File: config.mk
export PLATFORM = sky130hd
export DESIGN_NAME = jtag_host
export DESIGN_NICKNAME = d
export VERILOG_FILES = /design/src/rtl/jtag_host.sv
export SDC_FILE = /design/constraint.sdc
export NUM_CORES = 1
export LEC_CHECK = 0
export ABC_CLOCK_PERIOD_IN_PS = 2480
export CORE_MARGIN = 1.5
export CORE_UTILIZATION = 40
export CTS_CLUSTER_DIAMETER = 80
export DETAILED_ROUTE_END_ITERATION = 10
export SLEW_MARGIN = 0
export SYNTH_ARGS = -nofsm -noshare
export SYNTH_HDL_FRONTEND = slang
export SYNTH_SLANG_ARGS = --single-unit
File: constraint.sdc
create_clock -name clk -period 2.48 [get_ports clk]
set_input_delay 0.372 -clock clk [delete_from_list [all_inputs] [get_ports clk]]
set_output_delay 0.372 -clock clk [all_outputs]
set_load 0.01 [all_outputs]
File: src/rtl/jtag_host.sv
// JTAG initiator: turns DR/IR scan and TAP-reset commands into TCK/TMS/TDI
// waveforms, collects TDO into a response word. TCK is clk divided by 2*CLK_DIV.
module jtag_host #(
  parameter int MAX_LEN = 64,
  parameter int CLK_DIV = 4
) (
  input  logic                         clk,
  input  logic                         rst_n,
  input  logic                         cmd_valid,
  output logic                         cmd_ready,
  input  logic [1:0]                   cmd_op,
  input  logic [$clog2(MAX_LEN+1)-1:0] cmd_len,
  input  logic [MAX_LEN-1:0]           cmd_data,
  output logic                         rsp_valid,
  input  logic                         rsp_ready,
  output logic [MAX_LEN-1:0]           rsp_data,
  output logic                         tck,
  output logic                         tms,
  output logic                         tdi,
  input  logic                         tdo,
  output logic [2:0]                   fsm_state
);

  localparam int LW = $clog2(MAX_LEN + 1);
  localparam int IW = (LW < 3) ? 3 : LW;
  localparam int CW = (CLK_DIV < 2) ? 1 : $clog2(2 * CLK_DIV);
  localparam logic [CW-1:0] HALF = CW'(CLK_DIV - 1);
  localparam logic [CW-1:0] FULL = CW'(2 * CLK_DIV - 1);
  // TMS header patterns, bit 0 is sent first.
  localparam logic [5:0] INIT_SEQ = 6'b011111;
  localparam logic [5:0] DR_SEQ   = 6'b000001;
  localparam logic [5:0] IR_SEQ   = 6'b000011;
  localparam logic [5:0] POST_SEQ = 6'b000001;

  // Handshakes: a command transfers on a rising clk edge where cmd_valid &&
  // cmd_ready; a response transfers where rsp_valid && rsp_ready. The
  // producer holds valid and payload stable until the transfer edge.

  typedef enum logic [2:0] {INIT, IDLE, PRE, SHIFT, POST, RESP} state_t;

  state_t               state;
  logic [CW-1:0]        cnt;
  logic [IW-1:0]        bit_idx;
  logic [IW-1:0]        last_idx;
  logic [5:0]           seq;
  logic                 reset_cmd;
  logic [LW-1:0]        len;
  logic [MAX_LEN-1:0]   data;
  logic [MAX_LEN-1:0]   sel;
  logic [LW-1:0]        len_c;
  logic                 bit_last;

  assign len_c     = (cmd_len > LW'(MAX_LEN)) ? LW'(MAX_LEN) : cmd_len;
  assign bit_last  = (bit_idx == last_idx);
  assign fsm_state = state;

  always_ff @(posedge clk) begin
    if (!rst_n) begin
      state     <= INIT;
      cnt       <= '0;
      bit_idx   <= '0;
      last_idx  <= IW'(5);
      seq       <= INIT_SEQ;
      reset_cmd <= 1'b0;
      len       <= '0;
      data      <= '0;
      sel       <= '0;
      tck       <= 1'b0;
      tms       <= 1'b1;
      tdi       <= 1'b0;
      cmd_ready <= 1'b0;
      rsp_valid <= 1'b0;
      rsp_data  <= '0;
    end else begin
      case (state)
        IDLE: begin
          if (cmd_valid && cmd_ready) begin
            cmd_ready <= 1'b0;
            rsp_data  <= '0;
            data      <= cmd_data;
            len       <= len_c;
            bit_idx   <= '0;
            cnt       <= '0;
            if (cmd_op[1]) begin
              state     <= INIT;
              reset_cmd <= 1'b1;
              seq       <= INIT_SEQ;
              last_idx  <= IW'(5);
              tms       <= 1'b1;
            end else if (len_c == '0) begin
              state     <= RESP;
              rsp_valid <= 1'b1;
            end else begin
              state <= PRE;
              tms   <= 1'b1;
              if (cmd_op[0]) begin
                seq      <= IR_SEQ;
                last_idx <= IW'(3);
              end else begin
                seq      <= DR_SEQ;
                last_idx <= IW'(2);
              end
            end
          end
        end

        RESP: begin
          if (rsp_ready) begin
            rsp_valid <= 1'b0;
            cmd_ready <= 1'b1;
            state     <= IDLE;
          end
        end

        // INIT, PRE, SHIFT and POST share one bit engine: tck low for the
        // first CLK_DIV cycles, high for the next CLK_DIV.
        default: begin
          cnt <= cnt + CW'(1);
          if (cnt == HALF) begin
            tck <= 1'b1;
            if (state == SHIFT && tdo) rsp_data <= rsp_data | sel;
          end
          if (cnt == FULL) begin
            tck <= 1'b0;
            cnt <= '0;
            if (!bit_last) begin
              bit_idx <= bit_idx + IW'(1);
              if (state == SHIFT) begin
                data <= data >> 1;
                sel  <= sel << 1;
                tdi  <= data[1];
                tms  <= (bit_idx + IW'(1) == last_idx);
              end else begin
                seq <= seq >> 1;
                tms <= seq[1];
              end
            end else begin
              bit_idx <= '0;
              case (state)
                INIT: begin
                  tms <= 1'b0;
                  if (reset_cmd) begin
                    state     <= RESP;
                    rsp_valid <= 1'b1;
                    reset_cmd <= 1'b0;
                  end else begin
                    state     <= IDLE;
                    cmd_ready <= 1'b1;
                  end
                end
                PRE: begin
                  state    <= SHIFT;
                  last_idx <= IW'(len) - IW'(1);
                  sel      <= {{(MAX_LEN-1){1'b0}}, 1'b1};
                  tdi      <= data[0];
                  tms      <= (len == LW'(1));
                end
                SHIFT: begin
                  state    <= POST;
                  last_idx <= IW'(1);
                  seq      <= POST_SEQ;
                  tms      <= 1'b1;
                  tdi      <= 1'b0;
                end
                default: begin
                  state     <= RESP;
                  rsp_valid <= 1'b1;
                  tms       <= 1'b0;
                end
              endcase
            end
          end
        end
      endcase
    end
  end

endmodule

==> impl_metrics.tcl <==
set metrics [dict create \
    drv_cap 0 \
    cts.sinks 229 \
    setup_violations 0 \
    layout_common_cells "dfxtp_1 (229), nand2_1 (156), nor2_1 (150)" \
    cp_data_required_time_ns 2.89 \
    grt_overflow 0 \
    intPower_w 0.00623 \
    cp.arrival_ns 2.65 \
    synth_nets 1065 \
    cpMaxStageDelayCell "or4_1" \
    r2r-start "bit_idx[2]" \
    die_x_um 151 \
    critPathBufInv 1 \
    p_clk_frac 0.499 \
    gp_congestion 0.844 \
    io-pin-count 150 \
    cts_hold_buffers 0 \
    syn2layout_area_growth_pct 33.5 \
    syn_area_um2 8810 \
    placed_cell_area_um2 10900 \
    dp_hpwl_mm 14.4 \
    grt_usage 0.195 \
    drc 0 \
    synth_seq_cells 229 \
    core-area_um2 21700 \
    final_common_cell "dfxtp_1" \
    ant_nets 0 \
    wirelength_mm 22.5 \
    p_leak_nw 3.94 \
    cts_root_buf "clkbuf_16" \
    initial_utilization 0.406 \
    power_w 0.00785 \
    seqPwrFrac 0.470 \
    worstMarginPinSlew_ns 0.702 \
    p_sw_frac 0.207 \
    ys_async_sr_fraction 0 \
    max_slew_margin 0.532 \
    rows 54 \
    hold_path.startpoint "rst_n" \
    chipHeight_um 151 \
    layout_min_cycle_time_ns 2.24 \
    cpPeakStageDelay_ns 0.59 \
    worstSetupPathType "reg -> reg" \
    register_area_um2 4580 \
    hold_path.class "in -> reg" \
    synthCells 980 \
    path_clk_slew_ns 0.06 \
    power_density_nw_per_um2 668 \
    clock_path_buffers 3 \
    ir_drop_mv 0.459 \
    ys_warn_count 0 \
    synth.avg_cell_area_um2 8.99 \
    min_period_over_period 0.903 \
    path_max_fanout 63 \
    status "finished clean" \
    insertion_delay_ns 0.53 \
    end_kind "flop" \
    finalMaxSlewViolations 0 \
    synthFlopType "dfxtp_1" \
    fill_cells 1982 \
    power.switching_w 0.00162 \
    fin_nets 1207 \
    grt_pass1_wl_mm 36.2 \
    fp.dieArea_um2 22900 \
    multi_input_area_um2 3920 \
    final_area_um2 11800 \
    ctsResizeCount 0 \
    drtPass1Iterations 5 \
    avgViaCountPerCell 5.38 \
    pwr-share-comb 0.032 \
    rsz0062_at_grt "no" \
    num_vias 7645 \
    drive_above_1_share 0.0947 \
    numPortBuffers 149 \
    grt_antenna_before_repair 0 \
    synth_edf_count 0 \
    h-tree-depth 1 \
    yosysUniqueCellTypes 55 \
    drtIter0Drc 455 \
    skew_ns 0.00713 \
    finalHoldViolCount 0 \
    diodes 0 \
    seq_area_frac_synth 0.520 \
    cp_top_family "simple AND/OR/NAND/NOR gates" \
    wl_per_cell_um 15.8 \
    max_freq_mhz 447 \
    cts_buffers 25 \
    grt_pass1_vias 7077 \
    critical_path.cell_chain "xor2_1 -> or4_1 -> nor3_1 -> o21ai_4 -> buf_12 -> a32o_1" \
    post_cts_buffers 0 \
    worstSetupStartpoint "bit_idx[2]" \
    worstSetupStartpointType "flop" \
    grt_max_degree 75 \
    cts_tree "built" \
]
==> cell type report <==
cell class                      count  share of cell area
Sequential cell                   229               0.390
Multi-Input combinational cell    660               0.333
Timing Repair Buffer              195               0.169
Clock buffer                       33              0.0592
Tap cell                          280              0.0298
Clock inverter                     13              0.0156
Inverter                           11             0.00351
==> per-layer routing <==
metal	up-vias	wire length, um	track usage	share of wire
li1	3830	-	-	-
met1	3636	10500	0.264	0.47
met2	149	10400	0.319	0.46
met3	30	1180	0.0395	0.052
met4	0	438	0.0456	0.020
met5	-	0	0	0
==> Yosys cell counts, types with 5 or more instances <==
cell	instances	area [um2]
o22ai_1	6	37.5
inv_1	10	37.5
nand2_1	157	589
clkbuf_1	66	248
nor3_1	6	30.0
a31oi_1	5	31.3
a32o_1	63	631
a21oi_1	89	445
o21ai_0	8	40.0
a311oi_1	66	578
nand3_1	14	70.1
dfxtp_1	229	4580
mux2i_1	8	80.1
nor2_1	150	563
xor2_1	12	105
buf_2	13	65.1
ha_1	7	87.6
xnor2_1	6	52.6
or3_1	7	43.8
==> state kept, by name, summed over array words and instances (netlist names) <==
signal	count
cnt	3
last_idx	7
data	64
reset_cmd	1
tck	1
rsp_valid	1
sel	64
bit_idx	7
rsp_data	64
len	7
cmd_ready	1
fsm_state	3
tdi	1
tms	1
seq	4
==> power by group through the flow <==
stage	logic [W]	clock network [W]	registers (W)
3_5_place_dp	0.000251	0	0.00377
2_1_floorplan	0.0000755	0	0.00377
3_3_place_gp	0.000252	0	0.00377
5_1_grt	0.000269	0.00415	0.00369
6_report	0.000250	0.00392	0.00369
4_1_cts	0.000252	0.00401	0.00369
==> final timing paths <==
check | endpoint | slack, ns | cells past startpoint
hold reg to reg | rsp_data[31] | 0.47 | 2
setup / recovery | sel[7] | 0.24 | 6
hold / removal | last_idx[0] | 0.24 | 2
setup reg to reg | sel[7] | 0.24 | 6
==> worst register-to-register path, cell delays in order, from the launching register on <==
cell	delay, ns
dfxtp_1	0.43
xor2_1	0.11
or4_1	0.59
nor3_1	0.37
o21ai_4	0.10
buf_12	0.20
a32o_1	0.33
==> per-stage QoR <==
stage,worst slack [ns],TNS [ns],instances,hold slack [ns],util
finish,0.241,0,1421,0.245,0.542
global route,0.113,0,1421,0.231,0.542
CTS,0.233,0,1421,0.229,0.542
detailed placement,-0.213,-1.75,1375,0.454,0.502
global placement,-0.194,-1.55,1375,0.448,0.502
floorplan,0.219,0,980,0.446,-
==> logic make-up (layout without fill, tap and decap cells) <==
group	Yosys count	count (layout)	share of synthesized area
and+or+nand+nor	361	361	0.171
AOI/OAI and AO/OA	264	264	0.227
DFF	229	229	0.520
buffers and inverters	91	252	0.0415
xor gates and xnor gates	18	18	0.0179
muxes	10	10	0.0121
adders and majority gates	7	7	0.00994
No activity file was read; power rests on OpenSTA's default activity.
==> patch (same settings) <==
The parameter `CLK_DIV` goes from 4 to 2.
--- a/src/rtl/jtag_host.sv
+++ b/src/rtl/jtag_host.sv
@@ -2,7 +2,7 @@
 // waveforms, collects TDO into a response word. TCK is clk divided by 2*CLK_DIV.
 module jtag_host #(
   parameter int MAX_LEN = 64,
-  parameter int CLK_DIV = 4
+  parameter int CLK_DIV = 2
 ) (
   input  logic                         clk,
   input  logic                         rst_n,
Check against the original RTL: not equivalent (Yosys sat finds a counterexample within 4 cycles, from zero or initial values and one cycle with rst_n low).
==> patch against the unedited design <==
Via count increased by 0.69%. Routed wire length is 0.20% lower. Global-route usage down 1.0 points. Maximum frequency grew 3.3%. Setup slack gained 0.070 ns. Total power down 3.5%. Sequential cell count down 1. Area after synthesis grew 4.8%. Design area increased by 1.4%. Critical endpoint is now sel[42].
==> patch: results (changes against the unedited design) <==
status completed (unchanged); setup ws final 0.312 ns (was 0.241 ns); H-tree depth 1 (unchanged); Post-Place Cells 1364 (was 1375); leakage 3.93 nW (was 3.94 nW); peak supply drop 0.345 mV (was 0.459 mV); worst reg2reg path depth 7 (was 6); layout cells sized above 1 13.6% (was 9.47%); hold slack 0.206 ns (was 0.245 ns); CTS Buf Count 24 (was 25); total track usage 18.5% (was 19.5%); Place WS 0.0595 ns (was -0.213 ns); Worst EP arrival 2.58 ns (was 2.65 ns); highest routed metal layer met5 (was met4); vias in the first global route 7120 (was 7077); Power Density 635 nW/µm² (was 668 nW/µm²); drt initial violations 470 (was 455); Seq pwr share 48.6% (was 47.0%); CP max-delay cell nor3_1 (was or4_1); Worst Path Max Fanout 10 (was 63); synth top area cells dfxtp_1 49%, a311oi_2 10%, a32o_1 6.8% (was dfxtp_1 52%, a32o_1 7.2%, nand2_1 6.7%); R2R Path End sel[42] (was sel[7]); fill count 2071 (was 1982); largest net degree at the start of global routing 67 (was 75); WL per Instance 15.9 µm (was 15.8 µm); Least-Margin Pin Slew 0.554 ns (was 0.702 ns); Post-synth ARST share 0% (unchanged); Clock Skew 0.0147 ns (was 0.00713 ns); met2 WL post-DR 9940 µm (was 10400 µm); met3 WL 1080 µm (was 1180 µm); GP Congestion 0.784 (was 0.844); Synth cell types 54 (was 55); met2 Use GR 28.4% (was 31.9%); Switching Share 21.3% (was 20.7%); # nets final 1191 (was 1207); Metal-1 WL 11000 µm (was 10500 µm); initial antenna violation count 1 (was 0); Global Route met3 Usage 2.79% (was 3.95%); synthesized area per cell 9.48 µm² (was 8.99 µm²); via count 7698 (was 7645); Worst Hold Depth 3 (was 2); Seq/Total Area, Yosys 49.4% (was 52.0%); worst reg2reg startpoint bit_idx[3] (was bit_idx[2]); Clk network pwr share 47.2% (was 49.9%); commonest register cell after synthesis dfxtp_1 (unchanged); Post-DP HPWL 14800 µm (was 14400 µm); Synth top cells by count 228 x dfxtp_1, 159 x nand2_1, 146 x nor2_1 (was 229 x dfxtp_1, 157 x nand2_1, 150 x nor2_1); Cell Area, Placed 11100 µm² (was 10900 µm²); Worst Hold Path EP last_idx[5] (was last_idx[0]); CP max stage delay 0.38 ns (was 0.59 ns); Syn Nets 1057 (was 1065); Via density 5.46 (was 5.38); first-pass GRT wire length 36900 µm (was 36200 µm); met1 GRT Util 27.2% (was 26.4%)
-- patch: changes by cell type in the layout (fill, tap and decap cells not counted), moves of 4 or more --
cell / before / now
a311oi_2: 0 / 63
a311oi_1: 65 / 3
xor2_1: 12 / 5
or3_1: 7 / 1
buf_4: 34 / 29
nand3b_1: 2 / 7
o22ai_1: 6 / 1
xnor2_1: 6 / 11
nor2_1: 150 / 146
o211a_1: 1 / 5
-- patch: final cells by class --
class                           count  area, µm²  share of cell area (%)
Sequential cell                   228       4560                    38.3
Inverter                           11       43.8                   0.367
Multi-Input combinational cell    654       4250                    35.6
Tap cell                          285        357                    2.99
Clock inverter                     13        155                    1.30
Timing Repair Buffer              189       1920                    16.1
Clock buffer                       29        629                    5.28
-- patch: kinds of logic after synthesis --
family | count (synthesis) | synth area share [%]
DFF | 228 | 49.4
muxes | 12 | 1.31
and+or+nand+nor | 361 | 16.2
AOI/OAI and AO/OA | 260 | 25.9
adders and majority gates | 5 | 0.678
xor gates and xnor gates | 16 | 1.52
buffers and inverters | 92 | 4.97
